$ cat config.mk
export PLATFORM = sky130hd
export DESIGN_NAME = onehot_demux
export DESIGN_NICKNAME = d
export VERILOG_FILES = /design/src/rtl/onehot_pkg.sv /design/src/rtl/demux_slot.sv /design/src/rtl/onehot_demux.sv
export SDC_FILE = /design/constraint.sdc
export NUM_CORES = 1
export LEC_CHECK = 0
export CAP_MARGIN = 20
export CORE_MARGIN = 2
export CORE_UTILIZATION = 46
export DETAILED_ROUTE_END_ITERATION = 10
export PLACE_DENSITY = 0.95
export SYNTH_ARGS = -nofsm -noshare
export SYNTH_HDL_FRONTEND = slang
export SYNTH_SLANG_ARGS = --single-unit
export TNS_END_PERCENT = 30
$ cat constraint.sdc
create_clock -name clk -period 4.9 [get_ports clk]
set_clock_uncertainty 0.15 [all_clocks]
set_input_delay 0.98 -clock clk [delete_from_list [all_inputs] [get_ports clk]]
set_output_delay 0.98 -clock clk [all_outputs]
set_load 0.01 [all_outputs]
$ cat src/rtl/onehot_pkg.sv
// Shared definitions for the one-hot mux/demux family: select legality check,
// holding-slot state encoding and default counter width.
package onehot_pkg;

    localparam int unsigned MAX_SEL_W         = 64;
    localparam int unsigned DEFAULT_CNT_WIDTH = 8;

    typedef enum logic {
        SLOT_EMPTY = 1'b0,
        SLOT_FULL  = 1'b1
    } slot_state_e;

    // Exactly one bit set; callers zero-extend their select to MAX_SEL_W.
    function automatic logic is_onehot(input logic [MAX_SEL_W-1:0] vec);
        return (vec != '0) && ((vec & (vec - MAX_SEL_W'(1))) == '0);
    endfunction

endpackage

$ cat src/rtl/demux_slot.sv
// One-entry registered holding slot: captures a beat on load, releases it on drain.
module demux_slot
    import onehot_pkg::*;
#(
    parameter int unsigned WIDTH = 8
) (
    input  logic             clk,
    input  logic             rst,
    input  logic             load,
    input  logic [WIDTH-1:0] load_data,
    input  logic             drain,
    output logic             valid,
    output logic [WIDTH-1:0] data
);

    slot_state_e      state_q;
    slot_state_e      state_d;
    logic             drain_c;
    logic [WIDTH-1:0] data_q;

    always_ff @(posedge clk) begin
        if (rst) begin
            state_q <= SLOT_EMPTY;
        end else begin
            state_q <= state_d;
        end
    end

    // A drain only counts while the slot actually holds a beat.
    always_comb begin
        state_d = state_q;
        drain_c = drain && (state_q == SLOT_FULL);
        case (state_q)
            SLOT_EMPTY: begin
                if (load) begin
                    state_d = SLOT_FULL;
                end
            end
            SLOT_FULL: begin
                if (drain_c && !load) begin
                    state_d = SLOT_EMPTY;
                end
            end
            default: state_d = SLOT_EMPTY;
        endcase
    end

    // Data is held bit-stable unless a new beat is captured.
    always_ff @(posedge clk) begin
        if (rst) begin
            data_q <= '0;
        end else if (load) begin
            data_q <= load_data;
        end
    end

    assign valid = (state_q == SLOT_FULL);
    assign data  = data_q;

endmodule

$ cat src/rtl/onehot_demux.sv
// Routes one valid/ready stream to CHANNELS registered output slots by one-hot
// select; illegal selects are consumed, flagged and counted.
module onehot_demux
    import onehot_pkg::*;
#(
    parameter int unsigned CHANNELS  = 2,
    parameter int unsigned WIDTH     = 8,
    parameter int unsigned CNT_WIDTH = DEFAULT_CNT_WIDTH
) (
    input  logic                      clk,
    input  logic                      rst,
    input  logic                      i_valid,
    output logic                      i_ready,
    input  logic [CHANNELS-1:0]       i_onehot,
    input  logic [WIDTH-1:0]          i_data,
    output logic [CHANNELS-1:0]       o_valid,
    input  logic [CHANNELS-1:0]       o_ready,
    output logic [CHANNELS*WIDTH-1:0] o_data,
    output logic                      err,
    input  logic                      err_clear,
    output logic [CNT_WIDTH-1:0]      drop_cnt
);

    logic                 sel_legal_c;
    logic                 sel_ready_c;
    logic                 ready_c;
    logic                 accept_c;
    logic                 drop_c;
    logic [CHANNELS-1:0]  load_c;
    logic                 err_q;
    logic [CNT_WIDTH-1:0] drop_cnt_q;

    assign sel_legal_c = is_onehot(MAX_SEL_W'(i_onehot));

    // With a legal select only one term can be live, so the OR acts as a mux.
    always_comb begin
        sel_ready_c = 1'b0;
        for (int unsigned k = 0; k < CHANNELS; k++) begin
            if (i_onehot[k] && (!o_valid[k] || o_ready[k])) begin
                sel_ready_c = 1'b1;
            end
        end
    end

    // Illegal selects sink unconditionally so the upstream never deadlocks.
    assign ready_c  = sel_legal_c ? sel_ready_c : 1'b1;
    assign accept_c = i_valid && ready_c && sel_legal_c;
    assign drop_c   = i_valid && !sel_legal_c;
    assign load_c   = accept_c ? i_onehot : '0;
    assign i_ready  = ready_c;

    for (genvar k = 0; k < CHANNELS; k++) begin : g_slot
        demux_slot #(
            .WIDTH(WIDTH)
        ) u_slot (
            .clk      (clk),
            .rst      (rst),
            .load     (load_c[k]),
            .load_data(i_data),
            .drain    (o_ready[k]),
            .valid    (o_valid[k]),
            .data     (o_data[k*WIDTH +: WIDTH])
        );
    end

    // Sticky error: a drop in the same cycle overrides a clear.
    always_ff @(posedge clk) begin
        if (rst) begin
            err_q <= 1'b0;
        end else if (drop_c) begin
            err_q <= 1'b1;
        end else if (err_clear) begin
            err_q <= 1'b0;
        end
    end

    always_ff @(posedge clk) begin
        if (rst) begin
            drop_cnt_q <= '0;
        end else if (drop_c && (drop_cnt_q != {CNT_WIDTH{1'b1}})) begin
            drop_cnt_q <= drop_cnt_q + CNT_WIDTH'(1);
        end
    end

    assign err      = err_q;
    assign drop_cnt = drop_cnt_q;

endmodule

==> results of run 1 <==
==> path summary, 6_finish.rpt <==
check	startpoint	end	cells after the start
min	err$_SDFFE_PP0P_	err$_SDFFE_PP0P_	2
max reg2reg	g_slot[0].u_slot.valid$_SDFF_PP0_	g_slot[0].u_slot.data[3]$_SDFFE_PP0P_	4
max	i_onehot[1]	i_ready	4
min reg2reg	err$_SDFFE_PP0P_	err$_SDFFE_PP0P_	2
==> placed cells by master (no fill, tap or decap), types with 2 or more instances in the layout <==
cell | netlist | routed
nor3_1 | 3 | 3
nand4_1 | 4 | 4
nand2b_1 | 4 | 4
nand4b_1 | 2 | 2
clkdlybuf4s50_1 | 0 | 43
nor2_1 | 23 | 23
nand3_1 | 3 | 3
clkbuf_4 | 0 | 3
inv_1 | 2 | 2
a21oi_1 | 5 | 5
dfxtp_1 | 27 | 27
mux2i_1 | 19 | 19
and2_1 | 2 | 2
nand2_1 | 2 | 2
==> cell usage after synthesis, types with 2 or more instances <==
cell type,n
dfxtp_1,27
nor2_1,23
mux2i_1,19
a21oi_1,5
nand2b_1,4
nand4_1,4
buf_2,3
nand3_1,3
nor3_1,3
and2_1,2
buf_4,2
clkbuf_1,2
inv_1,2
nand2_1,2
nand4b_1,2
==> registers in the layout, summed over array words and instances (netlist names) <==
| register | count |
|---|---|
| g_slot.u_slot.data | 16 |
| drop_cnt | 8 |
| g_slot.u_slot.valid | 2 |
| err | 1 |
==> metal layers <==
metal | GRT usage [%] | routed length, microns | vias to the layer above
met5 | 0 | 0 | -
met3 | 5.28 | 162 | 4
met4 | 10.3 | 48 | 0
met1 | 24.9 | 1020 | 467
li1 | - | - | 488
met2 | 35.4 | 1410 | 36
==> logic make-up after synthesis <==
group,after synthesis,share of synthesized area [%]
DFF,27,47.8
AOI/OAI and AO/OA,10,5.20
xor gates and xnor gates,2,2.21
muxes,20,17.8
buffers and inverters,10,4.31
and+or+nand+nor,49,21.6
adders and majority gates,1,1.11
==> worst register-to-register path: stages (launching register included) <==
cell and delay [ps]:
dfxtp_1 340, nand2b_1 120, nand4b_1 520, mux2i_1 380
nor2_1 70
==> power groups by stage <==
stage / clock (mW) / sequential [mW] / combinational, mW
after detailed placement: 0 / 0.236 / 0.0578
final: 0.0950 / 0.231 / 0.0578
after CTS: 0.0997 / 0.231 / 0.0582
after floorplan: 0 / 0.238 / 0.0240
after global routing: 0.107 / 0.232 / 0.0631
after global placement: 0 / 0.235 / 0.0557
==> layout make-up <==
type	count	area, sq um	share of cell area, %
clock buffer	4	26.3	1.66
tap	28	35.0	2.22
inverter	2	7.51	0.475
sequential	27	541	34.2
multi-input combinational	82	542	34.3
timing repair buffer	43	430	27.2
==> stage by stage <==
step	area (sq um)	setup WS (ps)	power, mW	hold WS [ps]	instances
after floorplan	1130	2370	0.262	343	119
after global placement	1560	1480	0.291	308	182
after detailed placement	1560	1390	0.294	317	182
after CTS	1580	1380	0.389	336	186
after global routing	1580	1320	0.402	376	186
final	1580	1400	0.384	332	186
==> out/qor.yml, run 1 <==
setup_path:
  worstPathRequired_ps: 3770
  crit_family: "buffers and inverters"
  crit_slowest_cell: "clkdlybuf4s50_1"
  critPathMostFrequentCell: "clkdlybuf4s50_1"
  cp.buffers_inverters: 2
  path_cells: "clkdlybuf4s50_1, nor3b_1, a21oi_1, clkdlybuf4s50_1"
  critPathMaxStageDelay_ps: 560
  worst_setup_path_start_kind: "primary input"
  cp-end-kind: "output pin"
  r2r_slack_ps: 3190
  crit_arrival_ps: 2370
  crit_type: "primary input to output pin"
  crit_path_max_fanout: 5
sta:
  timing.final.crit_share_pct: 71.5
  relSlewSlack_pct: 36.7
  slew_violations: 0
  tightest_slew_ps: 946
  fmax_mhz: 285
  hold_viol: 0
  period_minus_slack_ps: 3500
  tns_ps: 0
  rsz0062_at_grt: "no"
  setup_violations: 0
logic_synthesis:
  synth_top_area_share_pct: 47.8
  synth_edf_count: 0
  syn_inst: 119
  syn_nets: 136
  ys_ff_latch: 27
  yosysWarningCount: 0
  async_reset_ff_share_pct: 0
  ys.flop_type: "dfxtp_1"
  synth_cell_type_count: 31
  post-synth-top-area-cell: "dfxtp_1"
  ys_seq_area_share_pct: 47.8
  synth_area_leaders: "dfxtp_1 (48%), mux2i_1 (17%), nor2_1 (7.6%), a21oi_1 (2.2%), nand2b_1 (2.2%)"
  syn_area_sq_um: 1130
  postSynthAreaPerCell_sq_um: 9.50
job:
  cap_violations: 0
clocking:
  cts_tree: "built"
  cts_max_level: 1
  cts_sinks: 27
  ctsHoldBuffers: 0
  cts_setup_buffers: 0
  path_clk_slew_ps: 140
  clk_path_buf_depth: 2
  insertion_delay_ps: 320
  cts_buffers: 3
  cts_root_buf: "clkbuf_4"
  cts_resized: 0
die:
  die_w_microns: 53.6
  die_area_sq_um: 2870
  start_util_pct: 49.7
  coreArea_sq_um: 2280
  num_rows: 17
  die_h_microns: 53.6
  io_pins: 44
power_and_ir_drop:
  clkPwrFrac_pct: 24.7
  seq_power_share_pct: 60.2
  swShare_pct: 24.2
  power.density_nw_per_um2: 243
  power_leakage_nw: 0.669
  ir_drop_v: 0.000212
  p_int_mw: 0.291
  p_switching_mw: 0.0929
  p_comb_share_pct: 15.1
cells_and_area:
  n_antenna_cell: 0
  area_delta_synth_final_pct: 39.8
  drive_gt1_share_pct: 3.80
  utilization_pct: 69.5
  fin_nets: 176
  final.fill_count: 187
drt:
  drc: 0
  post_drt_via_cell_ratio: 5.35
  dr.first_iter.drc_count: 14
  drt_first_pass_iters: 4
  ant_nets: 0
  wl_per_cell_microns: 14.2
  wirelength_microns: 2640
  num_vias: 995
global_route:
  antenna_found_initial: 0
  grt_usage_pct: 21.0
  grt_overflow: 0
  first_global_vias: 912
  grt_pass1_wl_microns: 4240
  grt_max_degree: 29
place:
  port_buffers: 43
  place.gp.congestion: 0.860
  post-dp-hpwl_microns: 1970
min_path:
  hold_class: "flip-flop to flip-flop"
status:
  outcome: "finished, final reports clean"
Note: power is estimated with default switching activity, not from simulation.
==> inputs of run 2 (changes only) <==
--- a/config.mk
+++ b/config.mk
@@ -7,9 +7,9 @@
 export LEC_CHECK = 0
 export CAP_MARGIN = 20
 export CORE_MARGIN = 2
-export CORE_UTILIZATION = 46
+export CORE_UTILIZATION = 42
 export DETAILED_ROUTE_END_ITERATION = 10
-export PLACE_DENSITY = 0.95
+export PLACE_DENSITY = 0.89
 export SYNTH_ARGS = -nofsm -noshare
 export SYNTH_HDL_FRONTEND = slang
 export SYNTH_SLANG_ARGS = --single-unit
==> constraint.sdc (replaced) <==
create_clock -name clk -period 3.64 [get_ports clk]
set_clock_uncertainty 0.15 [all_clocks]
set_input_delay 0.728 -clock clk [delete_from_list [all_inputs] [get_ports clk]]
set_output_delay 0.728 -clock clk [all_outputs]
set_load 0.01 [all_outputs]
==> run 2 against run 1 <==
  * First-iteration DRC count rose to 2.6 times the previous value
  * Die area increased by 8.8%
  * Cell count grew 1.6%
  * Final area increased by 0.87%
  * Via count rose by 2.2%
  * Count of clock-buffer cells in the layout is 1 lower
  * Flip-flop and latch count is the same
  * Non-clock buffer count increased by 1
  * Total power grew 36%
  * Register-to-register slack got worse by 1300 ps
  * Clock power is 40% higher
  * Largest cell class unchanged
==> out/qor.yml, run 2 (synthesis gave the netlist of run 1 again) <==
status:
  outcome: "finished, final reports clean"
die:
  coreArea_sq_um: 2520  # +11%
  die_area_sq_um: 3120  # +8.8%
  die_w_microns: 55.9  # +4.3%
  start_util_pct: 44.8  # -4.9 points
  num_rows: 18  # +1
  io_pins: 44  # unchanged
  die_h_microns: 55.9  # +4.3%
global_route:
  global_route.usage.met1_pct: 22.1  # -2.9 points
  grt_pass1_wl_microns: 4610  # +8.8%
  antenna_found_initial: 0  # unchanged
  grt_max_degree: 17  # -41%
  use_met3_pct: 5.12  # -0.16 points
  first_global_vias: 973  # +6.7%
  busiest_layer: "met2"
  grt_usage_pct: 18.6  # -2.5 points
  grt_overflow: 0  # unchanged
  use_met2_pct: 33.3  # -2.1 points
place:
  place_area_sq_um: 1570  # +0.64%
  port_buffers: 43  # unchanged
  post-dp-hpwl_microns: 2190  # +11%
  place.gp.congestion: 0.803  # -6.6%
power_and_ir_drop:
  total_power_mw: 0.523  # +36%
  power.density_nw_per_um2: 328  # +35%
  ir_drop_v: 0.000252  # +19%
  power_leakage_nw: 0.673  # +0.56%
setup_path:
  crit_path_max_fanout: 5  # unchanged
  r2r_slack_ps: 1930  # -1260 ps
  crit_slowest_cell: "clkdlybuf4s50_1"
  critPathMaxStageDelay_ps: 540  # -20 ps
  crit_family: "buffers and inverters"
  critPathMostFrequentCell: "clkdlybuf4s50_1"
  cp.buffers_inverters: 2  # unchanged
  crit_arrival_ps: 2080  # -290 ps
  worstPathRequired_ps: 2760  # -1010 ps
  path_cells: "clkdlybuf4s50_1, nor3b_1, a21oi_1, clkdlybuf4s50_1"
  crit_type: "primary input to output pin"
  worst_setup_path_start_kind: "primary input"
  cp-end-kind: "output pin"
clocking:
  cts_root_buf: "clkbuf_4"
  cts_setup_buffers: 0  # unchanged
  clk_path_buf_depth: 2  # unchanged
  cts_tree: "built"
  ctsHoldBuffers: 0  # unchanged
  cts_buffers: 3  # unchanged
  cts_sinks: 27  # unchanged
  cts_resized: 0  # unchanged
  insertion_delay_ps: 320  # about the same
  path_clk_slew_ps: 150  # about the same
  cts_max_level: 1  # unchanged
drt:
  post_drt_via_cell_ratio: 5.38  # +0.59%
  ant_nets: 0  # unchanged
  wirelength_microns: 2870  # +8.6%
  wl_per_cell_microns: 15.2  # +6.8%
  dr.first_iter.drc_count: 37  # +23
  drt_first_pass_iters: 6  # +2
  num_vias: 1017  # +2.2%
  drc: 0  # unchanged
sta:
  period_minus_slack_ps: 2960
  rsz0062_at_grt: "no"
  hold_viol: 0  # unchanged
  slew_violations: 0  # unchanged
  fmax_mhz: 338
  tns_ps: 0  # unchanged
  tightest_slew_ps: 637  # -309 ps
  timing.final.crit_share_pct: 81.3
  setup_violations: 0  # unchanged
  relSlewSlack_pct: 57.3  # +21 points
cells_and_area:
  n_antenna_cell: 0  # unchanged
  multiInputGateArea_sq_um: 542  # unchanged
  final_common_cell: "clkdlybuf4s50_1"
  drive_gt1_share_pct: 5.03  # +1.2 points
  final.fill_count: 224  # +20%
  fin_nets: 177  # +0.57%
  area_delta_synth_final_pct: 41.0
  largest_reg_flops: 16  # unchanged
  finish.instance_area_sq_um: 1600  # +0.87%
  final-seq-area_sq_um: 541  # unchanged
  final_cell_mix: "clkdlybuf4s50_1 (43), dfxtp_1 (27), nor2_1 (23)"
min_path:
  hold_class: "flip-flop to flip-flop"
job:
  cap_violations: 0  # unchanged
## run 2: cell types whose count changed in the layout (fill, tap and decap cells not counted)
cell / delta
clkinvlp_4: +1
clkbuf_1: -1
buf_4: +1
## run 2: final timing paths
path                                                from                  endpoint  depth (start not counted)
worst min register to register          err$_SDFFE_PP0P_          err$_SDFFE_PP0P_                          2
worst min-delay path                    err$_SDFFE_PP0P_          err$_SDFFE_PP0P_                          2
worst max register to register  drop_cnt[0]$_SDFFE_PP0P_  drop_cnt[7]$_SDFFE_PP0P_                          5
worst max-delay path                         i_onehot[1]                   i_ready                          4
## run 2: metrics by stage
step           util (%)  cells  hold slack [ps]  worst slack [ps]
2_1_floorplan         -    119              343              1610
3_3_place_gp       62.1    185              307               723
3_5_place_dp       62.1    185              323               692
4_1_cts            63.2    189              344               680
5_1_grt            63.2    189              385               600
6_report           63.2    189              337               681
## run 2: power by group
group / switching (mW) / internal, mW / total, mW
clock network: 0.0906 / 0.0420 / 0.133
registers: 0.00593 / 0.305 / 0.311
logic: 0.0347 / 0.0443 / 0.0790
## run 2: worst register-to-register path, cell delays in order (launching register included)
cell	delay [ps]
dfxtp_1	370
ha_1	250
inv_1	70
nor2_1	80
nor4_1	340
mux2_2	380
## run 2: layer usage
| layer | routed length, microns | part of all wire (%) |
|---|---|---|
| met1 | 1150 | 40 |
| met2 | 1520 | 53 |
| met3 | 184 | 6.4 |
| met4 | 12 | 0.42 |
| met5 | 0 | 0 |
## run 2: area by class of cell
| class | instances | share of cell area (%) |
|---|---|---|
| Timing Repair Buffer | 44 | 27.5 |
| Clock buffer | 3 | 1.41 |
| Tap cell | 30 | 2.35 |
| Inverter | 2 | 0.471 |
| Multi-Input combinational cell | 82 | 34.0 |
| Clock inverter | 1 | 0.471 |
| Sequential cell | 27 | 33.9 |
==> inputs of run 3 (changes only) <==
==> constraint.sdc (replaced) <==
create_clock -name clk -period 2.9 [get_ports clk]
set_clock_uncertainty 0.15 [all_clocks]
set_input_delay 0.58 -clock clk [delete_from_list [all_inputs] [get_ports clk]]
set_output_delay 0.58 -clock clk [all_outputs]
set_load 0.01 [all_outputs]
==> run 3 against run 2 <==
  * First-iteration DRC count is 22% lower
  * Critical path depth stayed put
  * Final area is 0.94% higher
  * Flip-flop and latch count stayed put
  * Worst setup slack worse by 460 ps
  * Count of clock-buffer cells in the layout stayed put
  * Clock power is 23% higher
  * Cell count is 1.1% higher
  * Via count is 0.49% lower
  * Largest cell class unchanged
  * Routed wire length is 3.9% lower
  * Register-to-register slack worse by 710 ps
==> out/qor.yml, run 3 (synthesis gave the netlist of run 1 again) <==
clocking:
  cts_sinks: 27  # unchanged
  ctsHoldBuffers: 0  # unchanged
  cts_resized: 0  # unchanged
  cts_tree: "built"
  clk_path_buf_depth: 2  # unchanged
  cts_setup_buffers: 0  # unchanged
  cts_root_buf: "clkbuf_4"
  cts_buffers: 3  # unchanged
  insertion_delay_ps: 320  # about the same
  cts_max_level: 1  # unchanged
  path_clk_slew_ps: 140  # about the same
die:
  start_util_pct: 44.8  # unchanged
  io_pins: 44  # unchanged
  coreArea_sq_um: 2520  # unchanged
  die_area_sq_um: 3120  # unchanged
  die_h_microns: 55.9  # unchanged
  num_rows: 18  # unchanged
  die_w_microns: 55.9  # unchanged
global_route:
  grt_overflow: 0  # unchanged
  grt_pass1_wl_microns: 4730  # +2.5%
  grt_usage_pct: 18.7  # +0.12 points
  grt_max_degree: 17  # unchanged
  antenna_found_initial: 0  # unchanged
  first_global_vias: 1087  # +12%
cells_and_area:
  final.fill_count: 213  # -4.9%
  n_antenna_cell: 0  # unchanged
  final_cell_mix: "clkdlybuf4s50_1 (43), dfxtp_1 (27), nor2_1 (23)"
  fin_nets: 179  # +1.1%
  area_delta_synth_final_pct: 42.4
  final_common_cell: "clkdlybuf4s50_1"
  finalNonFillerCells: 191  # +1.1%
  largest_reg_flops: 16  # unchanged
  finish.instance_area_sq_um: 1610  # +0.94%
  drive_gt1_share_pct: 6.21  # +1.2 points
drt:
  drc: 0  # unchanged
  post_drt_via_cell_ratio: 5.30  # -1.5%
  drt_first_pass_iters: 4  # -2
  num_vias: 1012  # -0.49%
  dr.first_iter.drc_count: 29  # -22%
  wl_per_cell_microns: 14.4  # -4.9%
  wirelength_microns: 2750  # -3.9%
  ant_nets: 0  # unchanged
setup_path:
  worst_setup_path_start_kind: "primary input"
  cp-end-kind: "output pin"
  crit_path_max_fanout: 5  # unchanged
  crit_arrival_ps: 1950  # -130 ps
  crit_type: "primary input to output pin"
  worstPathRequired_ps: 2170  # -590 ps
sta:
  tightest_slew_ps: 563  # -74.5 ps
  tns_ps: 0  # unchanged
  hold_viol: 0  # unchanged
  finalHoldWorstSlack_ps: 332  # -5.78 ps
  relSlewSlack_pct: 62.4  # +5.1 points
  fmax_mhz: 373
  timing.final.crit_share_pct: 92.4
  slew_violations: 0  # unchanged
  period_minus_slack_ps: 2680
  rsz0062_at_grt: "no"
  setup_violations: 0  # unchanged
power_and_ir_drop:
  p_switching_mw: 0.163  # +24%
  p_int_mw: 0.493  # +26%
  seq_power_share_pct: 59.6  # about the same
  ir_drop_v: 0.000337  # +34%
  power.density_nw_per_um2: 407  # +24%
  p_comb_share_pct: 15.3  # +0.2 points
  clkPwrFrac_pct: 25.1  # -0.3 points
  power_leakage_nw: 0.682  # +1.3%
  swShare_pct: 24.8  # -0.25 points
status:
  outcome: "finished, final reports clean"
place:
  place_area_sq_um: 1580  # +0.96%
  dp_cells: 187  # +1.1%
  post-dp-hpwl_microns: 2060  # -5.8%
  place.gp.congestion: 0.854  # +6.3%
  port_buffers: 43  # unchanged
job:
  cap_violations: 0  # unchanged
min_path:
  hold_class: "flip-flop to flip-flop"
run 3: changes by cell type in the layout (fill, tap and decap cells not counted), sizes merged:
| cell | change |
|---|---|
| buf | +2 |
run 3: final cells by class:
cell class | instances | area, sq um | area share, %
repair buffers | 46 | 453 | 28.1
clock buffers | 3 | 22.5 | 1.40
multi-input cells | 82 | 542 | 33.6
well taps | 30 | 37.5 | 2.33
flip-flops and latches | 27 | 541 | 33.6
clock inverters | 1 | 7.51 | 0.466
inverters | 2 | 7.51 | 0.466
run 3: worst max-delay path, stage by stage:
cell	delay [ps]
clkdlybuf4s50_1	510
nor3b_1	190
a21oi_1	130
clkdlybuf4s50_1	550
run 3: through the flow:
stage	power [mW]	setup WS, ps	util (%)
after floorplan	0.443	1060	-
after global placement	0.494	276	62.6
after detailed placement	0.499	227	62.6
after CTS	0.662	221	63.8
after global routing	0.689	177	63.8
final	0.655	221	63.8
run 3: power by group through the flow:
stage	Combinational (mW)	Clock [mW]	Sequential [mW]
finish	0.101	0.164	0.391
global placement	0.0966	0	0.398
floorplan	0.0405	0	0.403
detailed placement	0.100	0	0.399
CTS	0.101	0.170	0.391
global route	0.108	0.188	0.393
run 3: routing by layer:
metal | wire length [microns] | up-vias | global-route usage [%]
met5 | 0 | - | 0
met4 | 40 | 0 | 7.14
met3 | 140 | 6 | 4.19
met2 | 1400 | 33 | 33.7
met1 | 1170 | 478 | 21.4
li1 | - | 495 | -
run 3: path summary, 6_finish.rpt:
check	startpoint	slack [ps]	to	depth (start not counted)
max	i_onehot[1]	220	i_ready	4
min	err$_SDFFE_PP0P_	330	err$_SDFFE_PP0P_	2
max reg2reg	drop_cnt[0]$_SDFFE_PP0P_	1220	drop_cnt[7]$_SDFFE_PP0P_	5
min reg2reg	err$_SDFFE_PP0P_	330	err$_SDFFE_PP0P_	2
